==> src/rtl/normalize_pkg.sv <==
// Shared types and sizing for the left-shift normalizer.
// Widths are fixed: a 32-bit work register and a 16-bit result.
package normalize_pkg;

  localparam int WIDTH = 32;
  localparam int OUT_W = 16;
  localparam int CNT_W = 5;

  typedef enum logic [1:0] {
    IDLE  = 2'd0,
    SHIFT = 2'd1,
    DONE  = 2'd2
  } state_t;

endpackage

==> src/rtl/shift_left_register_32bit.sv <==
// 32-bit loadable left-shift register, zero fill at bit 0.
// Synchronous reset; load wins over shift.
module shift_left_register_32bit
  import normalize_pkg::*;
(
  input  logic             clk,
  input  logic             rst,
  input  logic             load,
  input  logic             shiftleften,
  input  logic [WIDTH-1:0] data_in,
  output logic [WIDTH-1:0] q
);

  logic [WIDTH-1:0] r_q;

  always_ff @(posedge clk) begin
    if (rst) begin
      r_q <= '0;
    end else if (load) begin
      r_q <= data_in;
    end else if (shiftleften) begin
      r_q <= {r_q[WIDTH-2:0], 1'b0};
    end
  end

  assign q = r_q;

endmodule

==> src/rtl/normalize_shift_left_32bit.sv <==
// Left-shift normalizer: shifts until the leading one reaches bit 31,
// then reports the upper half, the shift count and a zero flag.
module normalize_shift_left_32bit
  import normalize_pkg::*;
(
  input  logic             clk,
  input  logic             rst,
  input  logic             start,
  input  logic [WIDTH-1:0] data_in,
  output logic             busy,
  output logic             done,
  output logic [OUT_W-1:0] data_out,
  output logic [CNT_W-1:0] shift_count,
  output logic             zero
);

  state_t           r_state;
  logic [CNT_W-1:0] r_cnt;
  logic             r_busy;
  logic             r_done;
  logic [OUT_W-1:0] r_data_out;
  logic [CNT_W-1:0] r_shift_count;
  logic             r_zero;

  logic [WIDTH-1:0] w_q;
  logic             w_load;
  logic             w_shift;
  logic             w_q_zero;
  logic             w_q_norm;

  assign w_q_zero = (w_q == '0);
  assign w_q_norm = w_q[WIDTH-1];
  assign w_load   = (r_state == IDLE) && start;
  assign w_shift  = (r_state == SHIFT) && !w_q_zero && !w_q_norm;

  shift_left_register_32bit u_sreg (
    .clk         (clk),
    .rst         (rst),
    .load        (w_load),
    .shiftleften (w_shift),
    .data_in     (data_in),
    .q           (w_q)
  );

  // Results latch on the edge into DONE so they are valid with the pulse.
  always_ff @(posedge clk) begin
    if (rst) begin
      r_state       <= IDLE;
      r_cnt         <= '0;
      r_busy        <= 1'b0;
      r_done        <= 1'b0;
      r_data_out    <= '0;
      r_shift_count <= '0;
      r_zero        <= 1'b0;
    end else begin
      r_done <= 1'b0;
      unique case (r_state)
        IDLE: begin
          if (start) begin
            r_state <= SHIFT;
            r_cnt   <= '0;
            r_busy  <= 1'b1;
          end
        end
        SHIFT: begin
          if (w_q_zero || w_q_norm) begin
            r_state       <= DONE;
            r_done        <= 1'b1;
            r_data_out    <= w_q[WIDTH-1 -: OUT_W];
            r_shift_count <= r_cnt;
            r_zero        <= w_q_zero;
          end else begin
            r_cnt <= r_cnt + CNT_W'(1);
          end
        end
        DONE: begin
          r_state <= IDLE;
          r_busy  <= 1'b0;
        end
        default: begin
          r_state <= IDLE;
          r_busy  <= 1'b0;
        end
      endcase
    end
  end

  assign busy        = r_busy;
  assign done        = r_done;
  assign data_out    = r_data_out;
  assign shift_count = r_shift_count;
  assign zero        = r_zero;

endmodule

==> config.mk <==
export PLATFORM = sky130hd
export DESIGN_NAME = normalize_shift_left_32bit
export DESIGN_NICKNAME = d
export VERILOG_FILES = /design/src/rtl/normalize_pkg.sv /design/src/rtl/shift_left_register_32bit.sv /design/src/rtl/normalize_shift_left_32bit.sv
export SDC_FILE = /design/constraint.sdc
export NUM_CORES = 1
export LEC_CHECK = 0
export ABC_AREA = 1
export CORE_MARGIN = 2
export CORE_UTILIZATION = 35
export CTS_CLUSTER_DIAMETER = 30
export CTS_CLUSTER_SIZE = 20
export DETAILED_ROUTE_END_ITERATION = 7
export PLACE_DENSITY = 0.69
export SYNTH_ARGS = -nofsm -noshare
export SYNTH_HDL_FRONTEND = slang
export SYNTH_SLANG_ARGS = --single-unit
==> constraint.sdc <==
create_clock -name clk -period 1.4 [get_ports clk]
set_input_delay 0.42 -clock clk [delete_from_list [all_inputs] [get_ports clk]]
set_output_delay 0.42 -clock clk [all_outputs]
set_load 0.02 [all_outputs]
Yosys cells after proc, flatten, opt, wreduce, memory -nomap -nowiden
Cells that the tools add are included.

cells by class
  multiplexer cells = 11
  $add $sub $neg = 1
  bitwise operators = 1
  reduce and logical (&&, ||, !) cells = 15
  equality and inequality tests = 4

operator list
  kind                                                    number
  two-way mux 32 bit                                      2
  zero test 32 bit                                        1
  two-way mux 5 bit                                       2
  one-hot mux 5 bit (2 select lines)                      1
  AND reduction 2 bit                                     3
  adder 5 x 1 -> 5 bit (second input constant)            1
  two-way mux 2 bit                                       2
  inequality test 2 bit (second input constant)           2
  one-hot mux 2 bit (2 select lines)                      1
  nonzero test 2 bit                                      2
  logical AND 1 bit                                       3
  AND reduction 3 bit                                     1
  == test 2 x 1 -> 1 bit (second input constant)          1
  zero test 1 bit                                         2
  zero test 2 bit                                         1
  two-way mux 1 bit                                       2
  inequality test 2 x 1 -> 1 bit (second input constant)  1
  one-hot mux 1 bit (2 select lines)                      1
  OR reduction 2 bit                                      1
  logical OR 1 bit                                        1
  NOT 1 bit                                               1

word-level totals
  register bits = 63
  bits of input ports = 35

Depth between registers and ports, before layout
Gate-level depths: netlist of the first run.

  depth in word-level cells = 6
  mapped depth = 11
  depth with buffers taken out = 11

Modules after synthesis
A second synthesis of the first run with hierarchy kept.

unflattened totals
  cells, all modules = 448
  area total of the unflattened synthesis = 2984.1 um^2

modules (own cells, without submodules)
  module                      area each (um^2)  cells each  instances  seq. area each (um^2)
  shift_left_register_32bit   1566.5            242         1          640.6
  normalize_shift_left_32bit  1417.6            206         1          620.6

Worst setup path after synthesis of the first run
OpenSTA, ideal clock, no wires.

  kind = input to register
  start = input start
  end = register u_sreg.r_q[31] (netlist: u_sreg.q[31])
  arrival = 1.252 ns
  slack = 0.033 ns
  stages = 6
  required time = 1.285 ns
  buffers on the path = 2
  cells stage by stage = nand2_1 -> buf_2 -> buf_1 -> nand3_1 -> nand2_1 -> nor2_1

between the ends
  longest elaborated chain between the ends = 2
  elaborated cells on any way between the ends = 3
  those cells by class = 1 x mux; 2 x reduce/logical

ends and longest elaborated chain
  what                                                      line                              RTL
  from (decl)                                               normalize_shift_left_32bit.sv:8   input logic start,
  logical AND 1 bit *                                       normalize_shift_left_32bit.sv:33  assign w_load = (r_state == IDLE) && start;
  two-way mux 32 bit or nonzero test 2 bit (tied branches)  --
  to (signal assigned)                                      shift_left_register_32bit.sv:20   r_q <= data_in;
  to (signal assigned)                                      shift_left_register_32bit.sv:22   r_q <= {r_q[WIDTH-2:0], 1'b0};
  to (decl)                                                 shift_left_register_32bit.sv:14   logic [WIDTH-1:0] r_q;

Every way passes the cells marked *; elsewhere a longest branch is shown, timed or not.
A chain may end at the register's enable or synchronous reset.

Final worst setup path of the first run
  start = register u_sreg.r_q[5] (netlist: u_sreg.q[5])
  end = register u_sreg.r_q[22] (netlist: u_sreg.q[22])

between the ends
  longest elaborated chain between the ends = 5

ends and longest elaborated chain
  what                             line                              RTL
  zero test 32 bit                 normalize_shift_left_32bit.sv:31  assign w_q_zero = (w_q == '0);
  zero test 1 bit                  normalize_shift_left_32bit.sv:34  assign w_shift = (r_state == SHIFT) && !w_q_zero && !w_q_norm;
  logical AND 1 bit (2 in series)  normalize_shift_left_32bit.sv:34
  nonzero test 2 bit (no line)     --

Every way passes these cells.

==> results of run 1 <==
## stage by stage
stage          total power [mW]  setup WS [ns]
3_3_place_gp               3.45         -0.331
4_1_cts                    5.14         -0.101
6_report                   5.44         -0.156
3_5_place_dp               3.48         -0.362
2_1_floorplan              2.90         0.0331
5_1_grt                    5.72         -0.239
## kinds of logic (layout without fill, tap and decap cells)
group	count (synthesis)	in the layout	synth area share (%)
adder cells (fa/ha/maj)	1	1	0.423
AND/OR/NAND/NOR	235	235	36.4
multiplexers	6	6	2.29
buffers and inverters	64	162	9.65
AO/OA/AOI/OAI	48	48	8.25
flip-flops	63	63	42.7
XOR/XNOR	1	1	0.296
## routing by layer
layer,share of wire (%),vias to the layer above,GRT usage [%]
li1,-,1584,-
met1,47,1410,23.5
met2,46,98,27.9
met3,6.0,12,6.03
met4,1.1,0,5.24
met5,0,-,0
## area by class of cell
cell class	instances	area, um2
Fill cell	760	3790
Tap cell	105	131
Clock buffer	12	145
Clock inverter	4	45.0
Inverter	31	116
Multi-Input combinational cell	291	1600
Timing Repair Buffer	115	1110
Sequential cell	63	1270
## layout by cell type (no fill, tap or decap), drive strengths merged, types with 6 or more instances in the layout
cell | netlist | final
clkbuf | 10 | 16
buf | 23 | 72
nor2 | 22 | 22
o21ai | 23 | 23
nand2 | 115 | 115
nand3 | 59 | 59
mux2 | 6 | 6
a21oi | 25 | 25
clkdlybuf4s50 | 0 | 34
dfxtp | 63 | 63
inv | 31 | 31
nand4 | 36 | 36
## power groups by stage
stage / combinational (mW) / sequential, mW / clock [mW]
finish: 1.87 / 2.01 / 1.56
global route: 2.03 / 2.02 / 1.68
CTS: 1.55 / 2.00 / 1.59
detailed placement: 1.44 / 2.03 / 0
global placement: 1.42 / 2.03 / 0
floorplan: 0.848 / 2.05 / 0
## synthesized netlist by cell type
cell type / number
nand4_1: 36
xor2_1: 1
a21oi_1: 24
dfxtp_1: 63
clkbuf_1: 10
nand2_2: 3
buf_2: 14
nor2_1: 20
nor2_2: 2
a21oi_2: 1
nand3_2: 2
buf_4: 1
nand3b_1: 1
nor3b_1: 1
nand2_1: 112
buf_1: 6
buf_6: 1
o21ai_0: 23
buf_12: 1
inv_1: 28
ha_1: 1
mux2_2: 6
nor3_1: 1
nand3_1: 57
inv_2: 3
## worst max-delay path by stage
stage | slack (ns) | cells after the start | endpoint
finish | -0.16 | 11 | u_sreg.q[22]
global route | -0.24 | 11 | u_sreg.q[22]
CTS | -0.10 | 11 | u_sreg.q[16]
detailed placement | -0.36 | 6 | u_sreg.q[27]
global placement | -0.33 | 7 | u_sreg.q[31]
floorplan | 0.03 | 6 | u_sreg.q[31]
## worst max-delay path, stage by stage, from the launching register on
cell       delay, ns
dfxtp_2         0.32
inv_2           0.06
nand2_2         0.05
nor2_2          0.10
nand2_1         0.07
nor2_2          0.17
nand2_2         0.12
nand3_4         0.16
nand2_8         0.11
clkbuf_16       0.18
nand3_2         0.05
nand2_1         0.06
## flip-flops by register name, summed over array words and instances (netlist names)
| register | flops |
|---|---|
| u_sreg.q | 32 |
| data_out | 16 |
| r_cnt | 5 |
| shift_count | 5 |
| r_state | 2 |
| busy | 1 |
| done | 1 |
| zero | 1 |
## what timing repair did
| action | in CTS | in global routing |
|---|---|---|
| setup endpoints to repair | 83 | 80 |
| cloned | 1 | 5 |
| hold buffers | 0 | 0 |
| pin swaps | 3 | 23 |
| setup buffers | 1 | 4 |
| resized for setup | 89 | 74 |
==> flow_metrics.env, run 1 <==
export IMPL_status="finished, violations left"
export IMPL_failed_checks="negative setup slack"
export IMPL_drive_above_1_share_pct=32.6
export IMPL_seqPwrFrac_pct=36.9
export IMPL_max_slew_worst_pin_slew_ns=0.325
export IMPL_layout_nets=547
export IMPL_drtIter0Drc=210
export IMPL_groute_usage_overall_pct=17.9
export IMPL_min_from="shift_count[2]"
export IMPL_wl_per_cell_um=13.3
export IMPL_power_frac_clock_pct=28.7
export IMPL_final_util_pct=53.9
export IMPL_die_area_um2=9200
export IMPL_maxSlewViolCount=0
export IMPL_cts_sinks=63
export IMPL_ff2ff_path_depth=11
export IMPL_required_ns=1.64
export IMPL_antenna_left=0
export IMPL_worstSetupEndpointType="register"
export IMPL_via_count=3104
export IMPL_skew_ns=0.0115
export IMPL_place_hpwl_mm=5.23
export IMPL_area_growth_syn_to_layout_pct=49.8
export IMPL_final_area_um2=4430
export IMPL_p_comb_share_pct=34.4
export IMPL_clk_pin_slew_ns=0.07
export IMPL_crit_arrival_ns=1.79
export IMPL_place_area_um2=3930
export IMPL_yosys_area_top_type="dfxtp_1"
export IMPL_vdd_drop_max_mv=0.623
export IMPL_synthesis_instances=418
export IMPL_syn_nets=454
export IMPL_min_path_cells=2
export IMPL_startpoint_type="register"
export IMPL_antenna_found_initial=0
export IMPL_reg2reg_to="u_sreg.q[22]"
export IMPL_grt_max_degree=50
export IMPL_dr_pass1_iters=5
export IMPL_finalNonFillerCells=621
export IMPL_ios=59
export IMPL_ys_types=25
export IMPL_start_util_pct=36.0
export IMPL_crit_fanout=6
export IMPL_p_leak_nw=1.96
export IMPL_grt_ovfl_total=0
export IMPL_power_internal_mw=3.68
export IMPL_min_path_type="register to register"
export IMPL_post_place_cells=594
export IMPL_post_route_min_period_ns=1.56
export IMPL_drv_cap=0
export IMPL_fmax_mhz=643
export IMPL_yosysTopAreaCellShare_pct=42.7
export IMPL_clock_path_buffers=2
export IMPL_finalHoldViolCount=0
export IMPL_clockRootBuffer="clkbuf_8"
export IMPL_crit_type="register to register"
export IMPL_power_density_nw_per_um2=1230
export IMPL_ys_seq_area_share_pct=42.7
export IMPL_first_global_vias=2706
export IMPL_fin_tns_setup_ns=-5.78
export IMPL_rsz0062_at_grt="true"
export IMPL_core_area_um2=8220
export IMPL_ys_seq_elements=63
export IMPL_period_share_pct=111
export IMPL_switching_share_pct=32.5
export IMPL_yosysWarningCount=0
export IMPL_worst_slack_ns=-0.156
export IMPL_finalSetupViolations=59
export IMPL_syn_area_um2=2960
export IMPL_startpoint="u_sreg.q[5]"
export IMPL_diodes=0
export IMPL_cts_buffers=9
export IMPL_power_switching_mw=1.77
export IMPL_worstSkewPairLatency_ns=0.35
export IMPL_grt_pass1_wl_mm=12.7
export IMPL_cts_max_level=3
export IMPL_rr_startpoint="u_sreg.q[5]"
export IMPL_drc=0
export IMPL_wl_mm=8.24
export IMPL_whs_ns=0.455
export IMPL_synthTopCellsByArea="dfxtp_1 (43%), nand2_1 (14%), nand3_1 (9.6%), nand4_1 (7.6%), a21oi_1 (4.1%)"
export IMPL_row_count=33
export IMPL_via_per_inst=5.00
export IMPL_gp_congestion=0.788
export IMPL_rrSetupSlack_ns=-0.16
export IMPL_slew_headroom_pct=78.1
export IMPL_hold_end="shift_count[2]"
export IMPL_die_x_um=95.9
export IMPL_tritoncts="yes"
export IMPL_die_height_um=95.9
export IMPL_avgSynthCellArea_um2=7.07
export IMPL_io_buffers=58
(Power assumes the default switching activity.)
==> run 2: changes to the inputs <==
--- a/config.mk
+++ b/config.mk
@@ -6,6 +6,7 @@
 export NUM_CORES = 1
 export LEC_CHECK = 0
 export ABC_AREA = 1
+export CORE_ASPECT_RATIO = 0.8
 export CORE_MARGIN = 2
 export CORE_UTILIZATION = 35
 export CTS_CLUSTER_DIAMETER = 30
==> run 2 against run 1 <==
Against the previous run:
- the flow still finishes with violations (negative setup slack)
- total power is 2.7% lower
- largest power group unchanged
- sequential share of layout area grew 1.3 points
- cell count shrank 0.64%
- global-route usage rose by 0.62 points
- utilization is 1.3 points lower
- die area is essentially flat
- largest cell class unchanged
- sequential power hardly changed
- critical path type unchanged
==> flow_metrics.env, run 2 (synthesis results as in run 1) <==
export IMPL_status="finished, violations left"
export IMPL_failed_checks="negative setup slack"
export IMPL_cts_buffers=9
export IMPL_area_growth_syn_to_layout_pct=43.3
export IMPL_rr_startpoint="u_sreg.q[26]"
export IMPL_tritoncts="yes"
export IMPL_die_height_um=86.2
export IMPL_whs_ns=0.460
export IMPL_grt_pass1_wl_mm=13.6
export IMPL_start_util_pct=36.7
export IMPL_vdd_drop_max_mv=0.608
export IMPL_via_count=3081
export IMPL_drc=0
export IMPL_slew_headroom_pct=78.0
export IMPL_clk_pin_slew_ns=0.07
export IMPL_max_slew_worst_pin_slew_ns=0.329
export IMPL_crit_type="register to register"
export IMPL_worst_slack_ns=-0.118
export IMPL_antenna_left=0
export IMPL_groute_usage_overall_pct=18.5
export IMPL_diodes=0
export IMPL_worstSkewPairLatency_ns=0.35
export IMPL_cts_sinks=63
export IMPL_io_buffers=58
export IMPL_antenna_found_initial=0
export IMPL_switching_share_pct=32.7
export IMPL_dr_pass1_iters=4
export IMPL_power_switching_mw=1.73
export IMPL_crit_fanout=5
export IMPL_power_density_nw_per_um2=1250
export IMPL_die_area_um2=9200
export IMPL_drtIter0Drc=128
export IMPL_wl_mm=8.17
export IMPL_startpoint_type="register"
export IMPL_final_util_pct=52.6
export IMPL_row_count=29
export IMPL_cts_max_level=3
export IMPL_wl_per_cell_um=13.2
export IMPL_die_x_um=107
export IMPL_required_ns=1.65
export IMPL_ios=59
export IMPL_min_path_type="register to register"
export IMPL_p_leak_nw=1.89
export IMPL_core_area_um2=8060
export IMPL_maxSlewViolCount=0
export IMPL_post_route_min_period_ns=1.52
export IMPL_final_cell_mix="nand2_1 (110), dfxtp_1 (54), nand3_1 (39)"
export IMPL_period_share_pct=108
export IMPL_drv_cap=0
export IMPL_fmax_mhz=659
export IMPL_p_comb_share_pct=31.6
export IMPL_rsz0062_at_grt="true"
export IMPL_power_internal_mw=3.56
export IMPL_clock_path_buffers=2
export IMPL_largest_reg_flops=32
export IMPL_layout_nets=541
export IMPL_power_frac_clock_pct=30.6
export IMPL_place_hpwl_mm=5.55
export IMPL_first_global_vias=2923
export IMPL_crit_arrival_ns=1.77
export IMPL_min_from="data_out[6]"
export IMPL_final_common_cell="nand2_1"
export IMPL_startpoint="u_sreg.q[26]"
export IMPL_grt_max_degree=50
export IMPL_pre_cts_ws_ns=-0.334
export IMPL_skew_ns=0.0122
export IMPL_worstSetupEndpointType="register"
export IMPL_finalHoldViolCount=0
export IMPL_gp_congestion=0.777
export IMPL_seqPwrFrac_pct=37.8
export IMPL_drive_above_1_share_pct=28.9
export IMPL_clockRootBuffer="clkbuf_8"
export IMPL_grt_ovfl_total=0
export IMPL_finalSetupViolations=58
export IMPL_via_per_inst=4.99
run 2: changes by cell type in the layout (fill, tap and decap cells not counted), sizes merged:
cell	previous run	this run
buf	72	69
clkinv	3	1
clkbuf	16	13
clkinvlp	0	1
run 2: final timing paths:
kind / endpoint / slack [ns] / cells after the start
hold reg to reg: data_out[6] / 0.46 / 2
setup / recovery: shift_count[0] / -0.12 / 9
hold / removal: data_out[6] / 0.46 / 2
setup reg to reg: shift_count[0] / -0.12 / 9
run 2: critical path: stages (launching register included):
cell and delay, ns:
dfxtp_2 0.32, nor2_2 0.12, nand4_1 0.19, nor2_4 0.18, nand2_4 0.08, nand2_4 0.13, nand2_4 0.08, buf_2 0.17
nand3_1 0.08, nand2_1 0.05
run 2: area by class of cell:
| cell class | instances | area (um2) |
|---|---|---|
| Clock inverter | 3 | 42.5 |
| Tap cell | 108 | 135 |
| Sequential cell | 63 | 1270 |
| Timing Repair Buffer | 109 | 957 |
| Fill cell | 798 | 3820 |
| Inverter | 31 | 116 |
| Clock buffer | 12 | 155 |
| Multi-Input combinational cell | 291 | 1560 |
run 2: layer usage:
layer / wire length (um) / global-route usage [%]
met1: 3970 / 24.4
met2: 3620 / 29.1
met3: 475 / 5.64
met4: 105 / 6.14
met5: 0 / 0
run 2: timing repair:
item / 4_1_cts / 5_1_grt
setup endpoints to repair: 83 / 81
hold buffers: 0 / 0
gates resized for setup: 100 / 49
gates cloned: 1 / 2
pin swaps: 4 / 10
buffers inserted: 1 / 0
run 2: per-stage QoR:
step                setup TNS [ns]  power [mW]  cell area (um2)  cells
floorplan                        0        2.90             2960    418
global placement            -10.43        3.42             3910    598
detailed placement          -11.94        3.45             3910    598
CTS                          -2.04        5.20             4240    615
global route                -10.05        5.60             4240    617
finish                       -4.26        5.30             4240    617
run 2: power by group through the flow:
| stage | logic, mW | registers (mW) | clock network [mW] |
|---|---|---|---|
| after global placement | 1.39 | 2.03 | 0 |
| after floorplan | 0.848 | 2.05 | 0 |
| after detailed placement | 1.42 | 2.03 | 0 |
| after CTS | 1.55 | 2.00 | 1.65 |
| final | 1.67 | 2.00 | 1.62 |
| after global routing | 1.83 | 2.02 | 1.75 |
